==> src/rtl/stream_uart_tx_pkg.sv <==
// stream_uart_tx_pkg: shared stream width, FSM state encoding and baud divisor arithmetic
package stream_uart_tx_pkg;
  localparam int STREAM_WIDTH = 32;
  typedef enum logic [2:0] {IDLE, START, DATA, PARITY, STOP} state_t;
  function automatic int clks_per_bit(input int clock_frequency, input int baud_rate);
    return clock_frequency / baud_rate;
  endfunction
endpackage

==> src/rtl/stream_uart_tx_if.sv <==
// stream_uart_tx_if: 32-bit stb/ack stream
//   data  word, [7:0] carries the byte to send
//   stb   producer strobe, held until ack is seen
//   ack   consumer ready; a word moves on any edge with stb && ack
interface stream_uart_tx_if;
  import stream_uart_tx_pkg::*;
  logic [STREAM_WIDTH-1:0] data;
  logic stb;
  logic ack;
  modport master(output data, stb, input ack);
  modport slave(input data, stb, output ack);
endinterface

==> src/rtl/stream_uart_tx_baud_tick.sv <==
// stream_uart_tx_baud_tick: bit-period counter, tick on the last clk of each period
//   clk   clock
//   rst   synchronous active-low reset
//   clr   synchronous clear, restarts the period on the next clk
//   tick  high during the last clk of a bit period
module stream_uart_tx_baud_tick #(
  parameter int CLKS_PER_BIT = 10
) (
  input  logic clk,
  input  logic rst,
  input  logic clr,
  output logic tick
);
  localparam int W = $clog2(CLKS_PER_BIT);
  localparam logic [W-1:0] LAST = W'(CLKS_PER_BIT - 1);
  logic [W-1:0] cnt;
  assign tick = cnt == LAST;
  always_ff @(posedge clk)
    if (!rst || clr) cnt <= '0;
    else cnt <= tick ? '0 : cnt + W'(1);
endmodule

==> src/rtl/stream_uart_tx.sv <==
// stream_uart_tx: stb/ack stream consumer driving an 8N1 UART line (8E1 with STREAM_UART_TX_PARITY_EN)
//   clk   clock, all state on the rising edge
//   rst   synchronous active-low reset
//   in_s  stream slave; one frame per accepted word, only data[7:0] is sent
//   tx    registered UART line, idle high
//   busy  high from the accept edge until the end of the stop bit
module stream_uart_tx #(
  parameter int CLOCK_FREQUENCY = 100000000,
  parameter int BAUD_RATE       = 115200
) (
  input  logic            clk,
  input  logic            rst,
  stream_uart_tx_if.slave in_s,
  output logic            tx,
  output logic            busy
);
  import stream_uart_tx_pkg::*;
  localparam int CLKS_PER_BIT = clks_per_bit(CLOCK_FREQUENCY, BAUD_RATE);
  state_t state;
  logic ack_q;
  logic tick;
  logic accept;
  logic [7:0] byte_q;
  logic [2:0] bit_idx;
  logic unused_hi;
  assign accept = in_s.stb && ack_q;
  assign in_s.ack = ack_q;
  assign unused_hi = ^in_s.data[STREAM_WIDTH-1:8];
  // Clearing on accept lines the bit periods up with the start-bit edge.
  stream_uart_tx_baud_tick #(.CLKS_PER_BIT(CLKS_PER_BIT)) u_baud (
    .clk (clk),
    .rst (rst),
    .clr (accept),
    .tick(tick)
  );
  always_ff @(posedge clk)
    if (!rst) begin
      state   <= IDLE;
      tx      <= 1'b1;
      ack_q   <= 1'b0;
      busy    <= 1'b0;
      byte_q  <= '0;
      bit_idx <= '0;
    end else
      case (state)
        IDLE: begin
          ack_q <= !accept;
          if (accept) begin
            state   <= START;
            tx      <= 1'b0;
            busy    <= 1'b1;
            byte_q  <= in_s.data[7:0];
            bit_idx <= '0;
          end
        end
        START: if (tick) begin
          state <= DATA;
          tx    <= byte_q[0];
        end
        DATA: if (tick) begin
          bit_idx <= bit_idx + 3'd1;
          if (bit_idx == 3'd7) begin
`ifdef STREAM_UART_TX_PARITY_EN
            state <= PARITY;
            tx    <= ^byte_q;
`else
            state <= STOP;
            tx    <= 1'b1;
`endif
          end else tx <= byte_q[bit_idx + 3'd1];
        end
`ifdef STREAM_UART_TX_PARITY_EN
        PARITY: if (tick) begin
          state <= STOP;
          tx    <= 1'b1;
        end
`endif
        STOP: if (tick) begin
          state <= IDLE;
          busy  <= 1'b0;
          ack_q <= 1'b1;
        end
        default: state <= IDLE;
      endcase
endmodule

==> src/flat_wrapper.sv <==
// flat-port wrapper written by rule: the top's interface ports become plain ports
module stream_uart_tx_flat import stream_uart_tx_pkg::*;
#(
  parameter int CLOCK_FREQUENCY = 100000000,
  parameter int BAUD_RATE       = 115200
)
  (clk, rst, tx, busy, in_s_data, in_s_stb, in_s_ack);
  stream_uart_tx_if in_s_i ();
  input  logic clk;
  input  logic rst;
  output logic tx;
  output logic busy;
  input wire logic [$bits(in_s_i.data)-1:0] in_s_data;
  input wire logic [$bits(in_s_i.stb)-1:0] in_s_stb;
  output wire logic [$bits(in_s_i.ack)-1:0] in_s_ack;
  assign in_s_i.data = in_s_data;
  assign in_s_i.stb = in_s_stb;
  assign in_s_ack = in_s_i.ack;
  stream_uart_tx #(.CLOCK_FREQUENCY(CLOCK_FREQUENCY), .BAUD_RATE(BAUD_RATE)) u_core (.clk(clk), .rst(rst), .in_s(in_s_i), .tx(tx), .busy(busy));
endmodule
==> config.mk <==
export PLATFORM = sky130hd
export DESIGN_NAME = stream_uart_tx_flat
export DESIGN_NICKNAME = d
export VERILOG_FILES = /design/src/rtl/stream_uart_tx_pkg.sv /design/src/rtl/stream_uart_tx_if.sv /design/src/rtl/stream_uart_tx_baud_tick.sv /design/src/rtl/stream_uart_tx.sv /design/src/flat_wrapper.sv
export SDC_FILE = /design/constraint.sdc
export NUM_CORES = 1
export LEC_CHECK = 0
export BUFFER_PORTS_ARGS = -buffer_cell sky130_fd_sc_hd__buf_2
export CORE_MARGIN = 2
export CORE_UTILIZATION = 53
export CTS_BUF_LIST = sky130_fd_sc_hd__clkbuf_4 sky130_fd_sc_hd__clkbuf_8
export CTS_CLUSTER_DIAMETER = 50
export DETAILED_ROUTE_END_ITERATION = 16
export HOLD_SLACK_MARGIN = 0.12
export PLACE_DENSITY = 0.81
export SLEW_MARGIN = 30
export SYNTH_ARGS = -nofsm -noshare
export SYNTH_HDL_FRONTEND = slang
export SYNTH_SLANG_ARGS = --single-unit
==> constraint.sdc <==
create_clock -name clk -period 2.6 [get_ports clk]
set_clock_uncertainty 0.05 [all_clocks]
set_input_delay 0.13 -clock clk [delete_from_list [all_inputs] [get_ports clk]]
set_output_delay 0.13 -clock clk [all_outputs]
set_load 0.03 [all_outputs]
==> results_dict.tcl <==
set metrics [dict create \
    status "finished clean" \
    syn_nets 200 \
    grtUsageTotal_pct 23.5 \
    vias 1238 \
    die_width_um 54.4 \
    required_ns 2.79 \
    hold_path_class "in2reg" \
    hpwl_um 2090 \
    period_needed_ns 2.20 \
    ys_seq_elements 27 \
    setup_viol 0 \
    drv_cap 0 \
    ios 38 \
    antenna_found_initial 0 \
    core_um2 2450 \
    synth_enable_flop_cells 0 \
    setup_tns_ns 0 \
    final-hold-violation-count 0 \
    ir_drop_uv 306 \
    htreeDepth 1 \
    max_freq_ghz 0.455 \
    timing.hold.ws_ns 0.132 \
    cts_hold_buf 8 \
    synth_top_area_share_pct 40.1 \
    synthToLayoutAreaGrowth_pct 14.2 \
    post_cts_buffers 0 \
    drive_gt1_share_pct 11.0 \
    routed_wl_um 2990 \
    critPathMaxFanout 8 \
    path_class "reg2reg" \
    start_util_pct 54.9 \
    port_buffers 13 \
    yosysTopAreaCell "dfxtp_1" \
    dp_worst_setup_slack_ns 0.432 \
    leakage_nw 0.570 \
    clk_pin_slew_ns 0.15 \
    drt_iter0_drc 47 \
    clkPwrFrac_pct 25.6 \
    syn-mean-instance-area_um2 8.33 \
    synth.cell_area_um2 1350 \
    tightest_slew_ns 0.651 \
    p_sw_share_pct 27.0 \
    intPower_uw 532 \
    nets 220 \
    cp.arrival_ns 2.39 \
    drcViolationCount 0 \
    cts_resized 0 \
    n_antenna_cell 0 \
    finalPower_uw 729 \
    avgRoutedWirePerCell_um 14.2 \
    yosysWarnings 0 \
    power.switching_uw 197 \
    dr.pass1.iters 4 \
    slew_viol_final 0 \
    fin_crit_sh_pct 84.5 \
    grt_max_degree 20 \
    slew_headroom_pct 56.5 \
    gp_congestion 0.804 \
    clock_latency_ns 0.33 \
    overflow 0 \
    grt_first_pass_wirelength_um 5010 \
    clockBufferDepth 2 \
    die-area_um2 2960 \
    p_seq_share_pct 61.1 \
    cts_buffers 3 \
    cp-end-kind "register" \
    tritoncts "built" \
    viasPerCell 5.87 \
    p_per_area_nw_per_um2 473 \
    synth_area_leaders "dfxtp_1 40%, nand2_1 7.2%, a21boi_0 6.1%" \
    placementRows 18 \
    ant_nets 0 \
    die_height_um 54.4 \
    critPathLaunchType "register" \
    syn_inst 162 \
    synth_cell_types 38 \
    cts-root-buf "clkbuf_4" \
    rsz0062_at_grt "false" \
    cts.sinks 27 \
    setup_ws_ns 0.404 \
    synthArstFlopShare_pct 0 \
    synth-main-ff-cell "dfxtp_1" \
    combPwrFrac_pct 13.3 \
    seq_area_frac_synth_pct 40.1 \
    grt_pass1_vias 1203 \
]
[worst max-delay path, stage by stage, from the launching register on]
cell and delay (ns):
dfxtp_1 0.43, ha_1 0.24, ha_1 0.42, nor2b_1 0.08, a2111oi_0 0.36, and4b_1 0.24, o32a_1 0.28
[synthesized netlist by cell type, drive strengths merged, types with 2 or more instances]
cell type	n
mux2i	3
inv	2
xor2	2
o31ai	2
nor3	6
nand4	3
xnor2	6
o21ai	5
a21boi	11
nor2	17
nand2b	2
nand3	8
dfxtp	27
nor4	2
o211a	2
a21o	3
nor3b	2
ha	3
nand2	26
a21oi	4
clkbuf	7
nor2b	4
[final timing paths]
check | start | to | slack, ns | cells after the start
hold / removal | rst | u_core.in_s.ack | 0.13 | 2
hold reg to reg | u_core.byte_q[6] | u_core.byte_q[6] | 0.43 | 2
setup reg to reg | u_core.bit_idx[0] | u_core.tx | 0.40 | 6
setup / recovery | u_core.bit_idx[0] | u_core.tx | 0.40 | 6
[cell type report]
cell class | instances | area (um2)
clock buffers | 3 | 22.5
clock inverters | 1 | 5.00
fillers | 204 | 915
inverters | 2 | 7.51
multi-input cells | 126 | 774
flip-flops and latches | 27 | 541
well taps | 30 | 37.5
repair buffers | 22 | 153
[routing by layer]
metal | routed length, um | GRT usage, % | vias up | share of wire (%)
li1 | - | - | 614 | -
met1 | 1350 | 29.0 | 572 | 45
met2 | 1440 | 40.2 | 45 | 48
met3 | 134 | 3.28 | 7 | 4.5
met4 | 72 | 11.3 | 0 | 2.4
met5 | 0 | 0 | - | 0
[power groups by stage]
stage          registers (mW)  clock network [mW]  logic [mW]
3_3_place_gp            0.453                   0      0.0832
3_5_place_dp            0.454                   0      0.0864
5_1_grt                 0.448               0.201       0.109
2_1_floorplan           0.459                   0      0.0565
4_1_cts                 0.445               0.190      0.0960
6_report                0.445               0.187      0.0969
[sequential cells by signal (all words and copies together), names as in the netlist]
name	count
u_core.in_s.ack	1
u_core.tx	1
u_core.byte_q	8
u_core.busy	1
u_core.u_baud.cnt	10
u_core.state	3
u_core.bit_idx	3
[placed cells by master, fill, tap and decap left out, drive strengths merged, types with 2 or more instances in the layout]
cell type / netlist / final
ha: 3 / 3
xnor2: 6 / 6
nand2: 26 / 26
nor4: 2 / 2
nor3b: 2 / 2
mux2i: 3 / 3
xor2: 2 / 2
o31ai: 2 / 2
clkbuf: 7 / 3
nand4: 3 / 3
nand2b: 2 / 2
dfxtp: 27 / 27
dlygate4sd3: 0 / 8
o21ai: 5 / 5
buf: 0 / 14
a21o: 3 / 3
nor2: 17 / 17
a21boi: 11 / 11
a21oi: 4 / 4
nand3: 8 / 8
inv: 2 / 2
nor3: 6 / 6
o211a: 2 / 2
nor2b: 4 / 4
[through the flow]
stage / instances / area (um2) / util (%)
final: 211 / 1540 / 62.7
after CTS: 211 / 1540 / 62.7
after detailed placement: 199 / 1430 / 58.4
after global routing: 211 / 1540 / 62.7
after global placement: 199 / 1430 / 58.4
after floorplan: 162 / 1350 / -
[cells by family (layout without fill, tap and decap cells)]
logic type                 Yosys count  after routing  share of synthesized area, %
DFF                                 27             27                          40.1
buffers and inverters                9             28                          2.51
adders and majority gates            3              3                          2.78
xor gates and xnor gates             8              8                          5.20
muxes                                3              3                          2.23
AOI/OAI and AO/OA                   37             37                          20.2
and+or+nand+nor                     75             75                          27.0
Note: power is estimated with default switching activity, not from simulation.
